## src/rtl/score_display_driver_if.sv

```systemverilog
// score_display_driver_if: score request and display outputs of the score display driver.
//   master modport (score producer / bench): drives score, frame_tik; observes busy, bcd, HEX2..HEX0
//   slave  modport (score_display_driver):   samples score, frame_tik; drives busy, bcd, HEX2..HEX0
//   score     SCORE_BIT  binary score
//   frame_tik 1          one-cycle frame pulse; the score is sampled only on this pulse
//   busy      1          conversion in progress
//   bcd       12         {hundreds, tens, units}
//   HEX2..0   7          active-low segments, [6:0] = g..a
interface score_display_driver_if #(parameter int SCORE_BIT = 8);
    logic [SCORE_BIT-1:0] score;
    logic                 frame_tik;
    logic                 busy;
    logic [11:0]          bcd;
    logic [6:0]           HEX2;
    logic [6:0]           HEX1;
    logic [6:0]           HEX0;
    modport master (output score, frame_tik, input busy, bcd, HEX2, HEX1, HEX0);
    modport slave  (input score, frame_tik, output busy, bcd, HEX2, HEX1, HEX0);
endinterface

```

## src/rtl/score_display_driver.sv

```systemverilog
// score_display_driver: binary score -> 3 BCD digits (sequential double-dabble) -> 7-seg displays.
//   clock_25  in   25 MHz clock, rising edge
//   reset     in   asynchronous active-low reset
//   io        slave modport of score_display_driver_if (score, frame_tik, busy, bcd, HEX2..HEX0)
// Optional build macro SCORE_LEADING_ZERO_BLANK_EN blanks leading-zero digits on HEX2/HEX1.
module score_display_driver #(
    parameter int SCORE_BIT = 8
) (
    input logic                   clock_25,
    input logic                   reset,
    score_display_driver_if.slave io
);
    localparam int SW = $clog2(SCORE_BIT + 1);
    localparam logic [SW-1:0] STEP_LAST = SW'(SCORE_BIT - 1);
    localparam logic [6:0] SEG_ZERO = 7'h40;
`ifdef SCORE_LEADING_ZERO_BLANK_EN
    localparam logic [6:0] LEAD_RST = 7'h7F;
`else
    localparam logic [6:0] LEAD_RST = 7'h40;
`endif

    typedef enum logic [1:0] {IDLE, CONV, DONE} state_t;

    state_t               state;
    logic [SCORE_BIT-1:0] sample;
    logic [SCORE_BIT-1:0] bin;
    logic [SCORE_BIT-1:0] last_score;
    logic [11:0]          acc;
    logic [11:0]          acc_adj;
    logic [SW-1:0]        step;
    logic [6:0]           hex1_n;
    logic [6:0]           hex2_n;

    function automatic logic [3:0] add3(input logic [3:0] n);
        return (n >= 4'd5) ? n + 4'd3 : n;
    endfunction

    function automatic logic [6:0] seg(input logic [3:0] n);
        logic [6:0] s;
        case (n)
            4'd0:    s = 7'h40;
            4'd1:    s = 7'h79;
            4'd2:    s = 7'h24;
            4'd3:    s = 7'h30;
            4'd4:    s = 7'h19;
            4'd5:    s = 7'h12;
            4'd6:    s = 7'h02;
            4'd7:    s = 7'h78;
            4'd8:    s = 7'h00;
            4'd9:    s = 7'h10;
            default: s = 7'h7F;
        endcase
        return s;
    endfunction

    assign acc_adj = {add3(acc[11:8]), add3(acc[7:4]), add3(acc[3:0])};

    always_comb begin
`ifdef SCORE_LEADING_ZERO_BLANK_EN
        hex2_n = (acc[11:8] == 4'd0) ? 7'h7F : seg(acc[11:8]);
        hex1_n = (acc[11:4] == 8'd0) ? 7'h7F : seg(acc[7:4]);
`else
        hex2_n = seg(acc[11:8]);
        hex1_n = seg(acc[7:4]);
`endif
    end

    always_ff @(posedge clock_25 or negedge reset) begin
        if (!reset) begin
            state      <= IDLE;
            io.busy    <= 1'b0;
            io.bcd     <= 12'h000;
            io.HEX0    <= SEG_ZERO;
            io.HEX1    <= LEAD_RST;
            io.HEX2    <= LEAD_RST;
            last_score <= '0;
            sample     <= '0;
            bin        <= '0;
            acc        <= '0;
            step       <= '0;
        end else begin
            case (state)
                IDLE: if (io.frame_tik && io.score != last_score) begin
                    sample  <= io.score;
                    bin     <= io.score;
                    acc     <= '0;
                    step    <= '0;
                    io.busy <= 1'b1;
                    state   <= CONV;
                end
                CONV: begin
                    // adjust-then-shift: the MSB of the binary operand enters the units nibble
                    acc   <= {acc_adj[10:0], bin[SCORE_BIT-1]};
                    bin   <= bin << 1;
                    step  <= step + 1'b1;
                    state <= (step == STEP_LAST) ? DONE : CONV;
                end
                DONE: begin
                    io.bcd     <= acc;
                    io.HEX0    <= seg(acc[3:0]);
                    io.HEX1    <= hex1_n;
                    io.HEX2    <= hex2_n;
                    last_score <= sample;
                    io.busy    <= 1'b0;
                    state      <= IDLE;
                end
                default: state <= IDLE;
            endcase
        end
    end
endmodule

```

## src/flat_wrapper.sv

```systemverilog
// flat-port wrapper written by rule: the top's interface ports become plain ports
module score_display_driver_flat 
#(
    parameter int SCORE_BIT = 8
)
  (clock_25, reset, io_score, io_frame_tik, io_busy, io_bcd, io_HEX2, io_HEX1, io_HEX0);
  score_display_driver_if #(.SCORE_BIT(SCORE_BIT)) io_i ();
  input logic clock_25;
  input logic reset;
  input wire logic [$bits(io_i.score)-1:0] io_score;
  input wire logic [$bits(io_i.frame_tik)-1:0] io_frame_tik;
  output wire logic [$bits(io_i.busy)-1:0] io_busy;
  output wire logic [$bits(io_i.bcd)-1:0] io_bcd;
  output wire logic [$bits(io_i.HEX2)-1:0] io_HEX2;
  output wire logic [$bits(io_i.HEX1)-1:0] io_HEX1;
  output wire logic [$bits(io_i.HEX0)-1:0] io_HEX0;
  assign io_i.score = io_score;
  assign io_i.frame_tik = io_frame_tik;
  assign io_busy = io_i.busy;
  assign io_bcd = io_i.bcd;
  assign io_HEX2 = io_i.HEX2;
  assign io_HEX1 = io_i.HEX1;
  assign io_HEX0 = io_i.HEX0;
  score_display_driver #(.SCORE_BIT(SCORE_BIT)) u_core (.clock_25(clock_25), .reset(reset), .io(io_i));
endmodule
```

## config.mk

```make
export PLATFORM = sky130hd
export DESIGN_NAME = score_display_driver_flat
export DESIGN_NICKNAME = d
export VERILOG_FILES = /design/src/rtl/score_display_driver_if.sv /design/src/rtl/score_display_driver.sv /design/src/flat_wrapper.sv
export SDC_FILE = /design/constraint.sdc
export NUM_CORES = 1
export LEC_CHECK = 0
export BUFFER_PORTS_ARGS = -buffer_cell sky130_fd_sc_hd__buf_2
export CAP_MARGIN = 20
export CORE_ASPECT_RATIO = 2
export CORE_UTILIZATION = 45
export DETAILED_ROUTE_END_ITERATION = 10
export HOLD_SLACK_MARGIN = 0.12
export PLACE_DENSITY = 0.68
export SETUP_SLACK_MARGIN = 0.15
export SKIP_LAST_GASP = 1
export SYNTH_ARGS = -nofsm -noshare
export SYNTH_HDL_FRONTEND = slang
export SYNTH_SLANG_ARGS = --single-unit
```

## constraint.sdc

```tcl
create_clock -name clock_25 -period 1.6 [get_ports clock_25]
set_input_delay 0.32 -clock clock_25 [delete_from_list [all_inputs] [get_ports clock_25]]
set_output_delay 0.32 -clock clock_25 [all_outputs]
set_load 0.01 [all_outputs]
```

==> metrics.md <==
| Metric | Value |
|---|---|
| Fill count | roughly 650 |
| Drc violations | 0 |
| Hold Fails Final Rpt | 0 |
| Fraction of the yosys area taken by sequential cells | 0.499 |
| Clock slew at reported path FFs | roughly 0.06 ns |
| CTS tree | built |
| R2R Setup Slk | approximately 0.075 ns |
| Io pins | 45 |
| Routed wl met3 | 309 um |
| Post-synth EDFFs | 0 |
| CP Class | flop to flop |
| Mapped Cells | 398 |
| TNS Setup | 0 ns |
| Routability Congestion | about 0.82 |
| Ys Warns | 0 |
| Top FF cell, synth | dfrtp_1 |
| Syn avg cell area | 9.60 um2 |
| Pin count of the biggest net entering global routing | 77 |
| Clk_skew | a little under 0.006 ns |
| P_sw | 4.51 mW |
| Die Y-Extent | ~130 um |
| Highest routed metal layer | met4 |
| CTS root buf | clkbuf_16 |
| Area of the die | 8890 um2 |
| P_int | 7.22 mW |
| Max-cap viol count | 0 |
| NumNets Final | 499 |
| Mapped Area | 3820 um2 |
| Hold WC Path Type | input port to flop |
| Worst Max-Slew Pin Slew | 0.514 ns |
| Min Tclk post-route | 1.52 ns |
| Gr usage total | 0.213 |
| Drt first-iter violations | 163 |
| Hold EP | u_core.bin[0] |
| Status | complete, no violations |
| Final WL | 9150 um |
| Worst reg2reg path depth | 5 |
| Power share of the sequential group | 0.306 |
| Worst Path Required | 1.82 ns |
| Worst relative slew slack | 0.657 |
| DP HPWL | 5780 um |
| Unique masters post-synth | 42 |
| Syn_nets | 426 |
| Worst path arrival time | 1.75 ns |
| Layout cell share with drive strength beyond 1 | 0.338 |
| Die X-Extent | ~67 um |
| Row count | 47 |
| Via count | 3,149 |
| RSZ-0062 raised after global routing | yes |
| Final critical-path share of the clock period | 0.953 |
| Routed vias/inst | 5.49 |
| Total CTS buffers | 9 |
| Max Fanout on Critical Path | 6 |
| Placement Setup Slack | -0.0179 ns |
| Pins over their slew limit | 0 |
| Routed Antenna Nets | 0 |
| CTS Sinks | 76 |
| Reg area | around 1900 um2 |
| Latest clock arrival within the worst-skew pair | 0.34 ns |
| Total Power | 11.7 mW |
| Layout area overhead | 33.1% |
| VDD IR max | 1.34 mV |
| Max Fclk | roughly 0.66 GHz |
| CP Launch Type | flop |
| Ant diodes | 0 |
| H-tree depth | 3 |
| FFs w/ async S/R, synth | 1.00 |
| FF+latch count, synth | 76 |
| Endpoint class of the critical path | flop |
| First-pass GRT wire length | between 10,000 and 15,000 um |
| Initial Util | 0.464 |
| Core area | roughly 8200 um2 |
| Clock network power share | 0.188 |
| Util after Layout | 0.618 |
| GR Overflow Total | 0 |
| Clk buf depth | 2 |
| Pre-Repair DR Iteration Count | 4 |
| Vias in the first global route | 3,078 |
| Met2 WL | 4910 um |
| R2r endpoint | u_core.sample[0] |
| Hold Crit Start | io_score[0] |
| Power Dens Cells | about 2300 nW/um2 |
| Wirelength per Cell | 15.9 um |
| Setup-failing EPs final | 0 |
| Port Buffers | 44 |
| Multi-input combinational cell area | 1990 um2 |
| Static Leakage | 2.33 nW |
| Setup ws final | 0.0750 ns |
| Logic pwr share | 0.507 |
| Initial antenna violation count | 0 |
| DRT met1 WL | 3580 um |
| Count of cells along the worst hold path | 3 |
| Launch point of the worst reg-to-reg path | u_core.last_score[0] |
| Sw frac | 0.384 |
-- cell type report --
class / instances / area share
timing repair buffer: 89 / 0.131
inverter: 19 / 0.0148
sequential: 76 / 0.375
clock buffer: 11 / 0.0477
clock inverter: 5 / 0.0165
tap: 98 / 0.0241
multi-input combinational: 276 / 0.391
-- power groups by stage --
stage	logic (mW)	registers, mW	clock network (mW)
finish	5.94	3.59	2.20
global route	6.56	3.70	2.31
CTS	5.03	3.53	2.24
detailed placement	4.69	3.56	0
global placement	4.57	3.53	0
floorplan	3.06	3.64	0
-- cell usage after synthesis (2+ instances only) --
cell type / number / area, um2
dfstp_2: 3 / 78.8
o21ai_1: 10 / 50.1
a2bb2oi_1: 7 / 61.3
o22ai_2: 4 / 50.1
o211ai_1: 8 / 60.1
buf_6: 3 / 33.8
clkbuf_1: 13 / 48.8
mux2_2: 2 / 22.5
buf_2: 10 / 50.1
inv_1: 18 / 67.6
nor2b_1: 4 / 25.0
nand4_1: 2 / 12.5
or3_1: 8 / 50.1
a21oi_1: 17 / 85.1
o22a_1: 4 / 35.0
nand3_1: 8 / 40.0
nand2b_1: 12 / 75.1
o21ai_0: 37 / 185
nor3b_1: 2 / 15.0
nor3_1: 4 / 20.0
nor2_1: 7 / 26.3
o31ai_1: 11 / 82.6
dfrtp_1: 73 / 1830
nand2_1: 76 / 285
mux2i_1: 6 / 60.1
xnor2_1: 12 / 105
o22ai_1: 4 / 25.0
xor2_1: 2 / 17.5
o2bb2ai_1: 2 / 17.5
ha_1: 17 / 213
-- worst max-delay path, stage by stage, from the launching register on --
cell     delay, ns
dfrtp_1       0.39
xnor2_1       0.16
nand4_1       0.13
buf_6         0.15
o21a_4        0.26
mux2_4        0.31
-- per-layer routing --
metal  global-route usage  up-vias
met5                    0        -
met4                0.103        0
met3               0.0476       24
met2                0.350       79
met1                0.255     1523
li1                     -     1523
-- sequential cells by signal, indices dropped and copies added, names as in the netlist --
register and cells:
u_core.last_score 8, u_core.io.busy 1, u_core.io.HEX1 7, u_core.bin 8, u_core.step 4, u_core.io.HEX2 7, u_core.io.bcd 12, u_core.acc 12
u_core.state 2, u_core.io.HEX0 7, u_core.sample 8
-- worst max-delay path by stage --
stage	startpoint	endpoint	slack (ns)	cells past startpoint
after global placement	io_score[0]	u_core.bin[4]	0.009	6
after CTS	u_core.last_score[6]	u_core.sample[0]	0.09	5
after detailed placement	io_score[0]	u_core.acc[0]	-0.02	6
after global routing	u_core.last_score[2]	u_core.sample[4]	0.02	5
final	u_core.last_score[0]	u_core.sample[0]	0.08	5
after floorplan	u_core.acc[1]	u_core.acc[2]	0.11	6
-- timing repair --
| item | CTS | global route |
|---|---|---|
| gates cloned | 2 | 1 |
| hold endpoints to repair | 73 | 0 |
| hold buffers | 1 | 0 |
| buffers inserted | 5 | 8 |
| gates resized for setup | 19 | 43 |
| setup endpoints to repair | 33 | 40 |
| pin swaps | 22 | 13 |
-- cell families (layout without fill, tap and decap cells) --
kind of cell,count (synthesis),after routing,synth area share
and+or+nand+nor,127,127,0.153
xor gates and xnor gates,14,14,0.0321
muxes,9,9,0.0255
AOI/OAI and AO/OA,109,109,0.181
buffers and inverters,46,124,0.0543
adders and majority gates,17,17,0.0556
DFF,76,76,0.499
-- placed cells by master, fill, tap and decap left out, drive strengths merged, types with 8 or more instances in the layout --
cell     n
o211ai   8
ha      17
nand3    8
buf     87
o21ai   47
o31ai   11
clkbuf  12
or3      8
nand2b  12
o22ai    8
xnor2   12
inv     19
dfrtp   73
nand2   76
a21oi   17
-- stage by stage --
stage	hold WS [ns]	cell area, um2	instances
floorplan	0.0244	3850	398
global route	0.264	5090	574
global placement	0.364	4310	541
finish	0.262	5090	574
CTS	0.259	4780	565
detailed placement	0.369	4310	541
(Power assumes the default switching activity.)
